## src/rtl/argmax_seq_unit.sv

```systemverilog
// argmax_seq_unit: sequential argmax over a NUM_CLASSES-entry score vector, lowest index wins ties.
// Latency: out_valid rises NUM_CLASSES-1 cycles after the accepting edge (one score per clock).
// Backpressure: result is held stable while out_ready=0; new vectors are refused until it retires.
// Optional: define ARGMAX_TOP2_EN to add runner-up index (second_idx) and margin outputs.
module argmax_seq_unit #(
    parameter int NUM_CLASSES = 10,
    parameter int DATA_WIDTH  = 29,
    parameter int SIGNED_CMP  = 1,
    localparam int IDX_W      = $clog2(NUM_CLASSES)
) (
    input  logic                              clk,
    input  logic                              rst,
    input  logic                              in_valid,
    output logic                              in_ready,
    input  logic [NUM_CLASSES*DATA_WIDTH-1:0] layer_out,
    output logic                              out_valid,
    input  logic                              out_ready,
    output logic [IDX_W-1:0]                  predict,
    output logic [DATA_WIDTH-1:0]             max_value,
`ifdef ARGMAX_TOP2_EN
    output logic [IDX_W-1:0]                  second_idx,
    output logic [DATA_WIDTH:0]               margin,
`endif
    output logic                              busy
);

    typedef enum logic [1:0] {
        ST_IDLE = 2'd0,
        ST_SCAN = 2'd1,
        ST_DONE = 2'd2
    } state_t;

    localparam logic [IDX_W-1:0] LAST_IDX = IDX_W'(NUM_CLASSES - 1);

    state_t                            state;
    // Captured vector, shifted down one score per scan step so the
    // element under test always sits in the lowest DATA_WIDTH bits.
    logic [NUM_CLASSES*DATA_WIDTH-1:0] vec_q;
    logic [IDX_W-1:0]                  cnt;
    logic [DATA_WIDTH-1:0]             run_max;
    logic [IDX_W-1:0]                  run_idx;

    logic [DATA_WIDTH-1:0]             cur_dat;
    logic                              take_max;
    logic [DATA_WIDTH-1:0]             nxt_max;
    logic [IDX_W-1:0]                  nxt_idx;

`ifdef ARGMAX_TOP2_EN
    logic [DATA_WIDTH-1:0]             run2_val;
    logic [IDX_W-1:0]                  run2_idx;
    logic                              run2_vld;
    logic [DATA_WIDTH-1:0]             nxt2_val;
    logic [IDX_W-1:0]                  nxt2_idx;
    logic [DATA_WIDTH:0]               nxt_margin;
`endif

    // Strict greater-than under the configured signedness; equality never
    // wins, which is what keeps the lower index on ties.
    function automatic logic is_gt(input logic [DATA_WIDTH-1:0] a,
                                   input logic [DATA_WIDTH-1:0] b);
        if (SIGNED_CMP != 0) begin
            return $signed(a) > $signed(b);
        end else begin
            return a > b;
        end
    endfunction

`ifdef ARGMAX_TOP2_EN
    // One-bit extension so the max-minus-runner-up difference never overflows.
    function automatic logic [DATA_WIDTH:0] ext(input logic [DATA_WIDTH-1:0] v);
        return {(SIGNED_CMP != 0) && v[DATA_WIDTH-1], v};
    endfunction
`endif

    assign cur_dat = vec_q[DATA_WIDTH-1:0];

    // Running-max update for the element currently at the bottom of vec_q.
    always_comb begin
        take_max = is_gt(cur_dat, run_max);
        nxt_max  = run_max;
        nxt_idx  = run_idx;
        if (take_max) begin
            nxt_max = cur_dat;
            nxt_idx = cnt;
        end
    end

`ifdef ARGMAX_TOP2_EN
    // Runner-up update: a displaced maximum drops to second place, otherwise
    // the element fills an empty slot or beats the current runner-up.
    always_comb begin
        nxt2_val = run2_val;
        nxt2_idx = run2_idx;
        if (take_max) begin
            nxt2_val = run_max;
            nxt2_idx = run_idx;
        end else if (!run2_vld || is_gt(cur_dat, run2_val)) begin
            nxt2_val = cur_dat;
            nxt2_idx = cnt;
        end
        nxt_margin = ext(nxt_max) - ext(nxt2_val);
    end
`endif

    // Control FSM with registered handshake outputs and result registers.
    always_ff @(posedge clk or posedge rst) begin
        if (rst) begin
            state      <= ST_IDLE;
            in_ready   <= 1'b1;
            out_valid  <= 1'b0;
            busy       <= 1'b0;
            predict    <= '0;
            max_value  <= '0;
            vec_q      <= '0;
            cnt        <= '0;
            run_max    <= '0;
            run_idx    <= '0;
`ifdef ARGMAX_TOP2_EN
            run2_val   <= '0;
            run2_idx   <= '0;
            run2_vld   <= 1'b0;
            second_idx <= '0;
            margin     <= '0;
`endif
        end else begin
            case (state)
                ST_IDLE: begin
                    if (in_valid) begin
                        // Element 0 seeds the running max; the rest is kept
                        // pre-shifted so element 1 is next in line.
                        vec_q    <= layer_out >> DATA_WIDTH;
                        run_max  <= layer_out[DATA_WIDTH-1:0];
                        run_idx  <= '0;
                        cnt      <= IDX_W'(1);
`ifdef ARGMAX_TOP2_EN
                        run2_vld <= 1'b0;
`endif
                        state    <= ST_SCAN;
                        in_ready <= 1'b0;
                        busy     <= 1'b1;
                    end
                end
                ST_SCAN: begin
                    run_max  <= nxt_max;
                    run_idx  <= nxt_idx;
                    vec_q    <= vec_q >> DATA_WIDTH;
                    cnt      <= cnt + 1'b1;
`ifdef ARGMAX_TOP2_EN
                    run2_val <= nxt2_val;
                    run2_idx <= nxt2_idx;
                    run2_vld <= 1'b1;
`endif
                    if (cnt == LAST_IDX) begin
                        // Last element processed: publish the final result.
                        state      <= ST_DONE;
                        out_valid  <= 1'b1;
                        predict    <= nxt_idx;
                        max_value  <= nxt_max;
`ifdef ARGMAX_TOP2_EN
                        second_idx <= nxt2_idx;
                        margin     <= nxt_margin;
`endif
                    end
                end
                ST_DONE: begin
                    // Retiring cycle never accepts: in_ready rises only after it.
                    if (out_ready) begin
                        state     <= ST_IDLE;
                        out_valid <= 1'b0;
                        in_ready  <= 1'b1;
                        busy      <= 1'b0;
                    end
                end
                default: begin
                    state     <= ST_IDLE;
                    out_valid <= 1'b0;
                    in_ready  <= 1'b1;
                    busy      <= 1'b0;
                end
            endcase
        end
    end

endmodule

```

## config.mk

```make
export PLATFORM = sky130hd
export DESIGN_NAME = argmax_seq_unit
export DESIGN_NICKNAME = d
export VERILOG_FILES = /design/src/rtl/argmax_seq_unit.sv
export SDC_FILE = /design/constraint.sdc
export NUM_CORES = 1
export LEC_CHECK = 0
export ABC_CLOCK_PERIOD_IN_PS = 10650
export CORE_MARGIN = 2
export CORE_UTILIZATION = 47
export CTS_CLUSTER_DIAMETER = 150
export DETAILED_ROUTE_END_ITERATION = 12
export PLACE_DENSITY = 0.77
export REMOVE_ABC_BUFFERS = 1
export SYNTH_ARGS = -nofsm -noshare
export SYNTH_HDL_FRONTEND = slang
export SYNTH_SLANG_ARGS = --single-unit
```

## constraint.sdc

```tcl
create_clock -name clk -period 10.65 [get_ports clk]
set_input_delay 2.13 -clock clk [delete_from_list [all_inputs] [get_ports clk]]
set_output_delay 2.13 -clock clk [all_outputs]
set_load 0.005 [all_outputs]
```

==> impl_metrics.tcl <==
set metrics [dict create \
    status "finished clean" \
    place_area_sq_um 19400 \
    dieHeight_um 188 \
    synthMuxAreaShare_pct 1.94 \
    async_reset_ff_share_pct 100 \
    dpl.hpwl_um 28000 \
    slew_headroom_pct 23.0 \
    fin_nets 2320 \
    wirelength_um 43100 \
    post_cts_buffers 0 \
    required_ns 11.04 \
    grt_pass1_vias 13100 \
    fin_crit_ns 3.98 \
    path_clk_slew_ns 0.06 \
    start_kind "primary input" \
    drive_gt1_share_pct 4.16 \
    synth-seq-cells 336 \
    clock_sinks 336 \
    synth_edf_count 0 \
    reg2reg_from "vec_q[11]$_DFFE_PP0P_" \
    ioPinCount 330 \
    cts_resized 0 \
    arrival_ns 4.37 \
    fin_total_pwr_mw 5.81 \
    antenna_found_initial 12 \
    routed-wl-met3_um 2390 \
    yosys.area_share.adder_pct 2.43 \
    cts_root_buf "clkbuf_16" \
    synthXorXnorAreaFrac_pct 0 \
    first_pass_iters 7 \
    endpoint_kind "flop" \
    insertion_delay_ns 0.52 \
    yosys_warnings 0 \
    synth.avg_cell_area_sq_um 9.10 \
    peakVddDrop_mv 0.275 \
    cts_inserted_buffers 37 \
    crit_chain "buf_2, nor2b_4, buf_4, nor2_4, buf_4, a21o_4, a221o_1" \
    synthSimpleGateAreaFrac_pct 21.0 \
    crit_start "in_valid" \
    fmax_mhz 251 \
    syn_area_sq_um 16000 \
    synth_compound_area_share_pct 17.5 \
    layout_common_cells "nand2_1, dfrtp_1, clkdlybuf4s50_1" \
    viasPerCell 5.50 \
    htreeDepth 2 \
    wl_met2_um 20400 \
    period_share_pct 37.4 \
    start_util_pct 47.7 \
    vias 13600 \
    slowest_stage "buf_4" \
    syn2layout_area_growth_pct 28.6 \
    fp.dieW_um 188 \
    final_common_cell "nand2_1" \
    synth_cell_types 46 \
    dieArea_sq_um 35500 \
    design_area_sq_um 20500 \
    ctsHoldBuffers 0 \
    drv_cap 0 \
    grt_pass1_wl_um 69500 \
    rsz0062_at_grt "no" \
    hold_viol 0 \
    power_density_nw_per_um2 283 \
    synthFlopType "dfrtp_1" \
    place.port_buffers 329 \
    drcViolationCount 0 \
    syn_inst 1757 \
    ant_nets 0 \
    globalplace.congestion 0.832 \
    crit_top_cell "buf_4" \
    overflow 0 \
    fp.coreArea_sq_um 33500 \
    path_max_fanout 69 \
    max_slew.worst_pin.slew_ns 1.15 \
    maxSlewViolCount 0 \
    synth_top_family_by_area "simple AND/OR/NAND/NOR gates" \
    grt_usage_pct 24.2 \
    stdcell_count 2481 \
    first_iter_violations 1082 \
    finalClockSkew_ns 0.0125 \
    hold_path.class "flop to flop" \
    cts_tree "yes" \
    wl_met1_um 18600 \
    place_inst 2404 \
    holdWs_ns 0.469 \
    setup_viol 0 \
    crit_path_max_incr_delay_ns 0.59 \
    p_leak_nw 9.41 \
    routed.top_layer "met4" \
    hp-start "predict[2]$_DFFE_PP0P_" \
    wl_per_cell_um 17.4 \
    seq_area_frac_synth_pct 52.6 \
    critPathKind "primary input to flop" \
    fp-row-count 67 \
    cts_buffer_depth 3 \
    grt_start_max_net_pins 167 \
]
-- worst max-delay path: cells and delay by family --
family	cells	cell delay, ns
and+or+nand+nor	2	0.23
AOI/OAI and AO/OA	2	0.84
buffers and inverters	3	1.10
-- flip-flops by register name, indices dropped and copies added, names as in the netlist --
signal / flops
vec_q: 261
max_value: 29
run_max: 29
cnt: 4
predict: 4
run_idx: 4
state: 2
busy: 1
in_ready: 1
out_valid: 1
-- Yosys cell counts, types with 12 or more instances --
cell / n / share of area [%]
clkbuf_1: 127 / 3.0
a22o_1: 33 / 1.8
o21ai_0: 134 / 4.2
inv_1: 33 / 0.78
and3b_1: 103 / 5.6
a221o_1: 15 / 0.94
nor3_1: 17 / 0.53
dfrtp_1: 335 / 52
a31oi_1: 128 / 5.0
a211oi_1: 12 / 0.56
and3_1: 17 / 0.67
ha_1: 31 / 2.4
nand2_1: 404 / 9.5
nor2_1: 155 / 3.6
mux2i_1: 31 / 1.9
a21oi_1: 113 / 3.5
-- final timing paths --
| path | end | slack [ns] | cells after the start |
|---|---|---|---|
| setup / recovery | run_max[22]$_DFFE_PP0P_ | 6.67 | 7 |
| hold / removal | predict[2]$_DFFE_PP0P_ | 0.47 | 2 |
| setup reg to reg | run_max[22]$_DFFE_PP0P_ | 6.69 | 8 |
| hold reg to reg | predict[2]$_DFFE_PP0P_ | 0.47 | 2 |
| max in group asynchronous | state[1]$_DFFE_PP0P_ | 7.09 | 3 |
| min in group asynchronous | vec_q[256]$_DFFE_PP0P_ | 2.12 | 2 |
-- power by group --
group          internal (mW)  switching (mW)  leakage (nW)
registers               1.84           0.385          4.16
logic                   1.05            1.33          4.70
clock network          0.701           0.503         0.555
total                   3.59            2.22          9.41
-- layout make-up --
class	instances	area [sq um]
antenna	12	30.0
clock buffer	58	1090
clock inverter	7	38.8
fill	2837	13000
inverter	33	131
multi-input combinational	1245	6880
sequential	336	8420
tap	448	561
timing repair buffer	342	3400
-- cells by family after synthesis --
logic type	after synthesis
AOI/OAI and AO/OA	463
adders and majority gates	31
buffers and inverters	176
DFF	336
muxes	31
and+or+nand+nor	720
-- stage by stage --
stage               setup slack (ns)  TNS, ns  utilization, %
CTS                             6.60        0            61.2
floorplan                      -3.46  -736.78               -
finish                          6.67        0            61.3
global placement                6.18        0            57.8
global route                    6.35        0            61.3
detailed placement              6.13        0            57.8
-- metal layers --
metal | up-vias | GRT usage (%)
met5 | - | 0
met4 | 0 | 11.0
met3 | 94 | 4.49
met2 | 410 | 37.6
met1 | 6560 | 33.0
li1 | 6584 | -
Note: power is estimated with default switching activity, not from simulation.
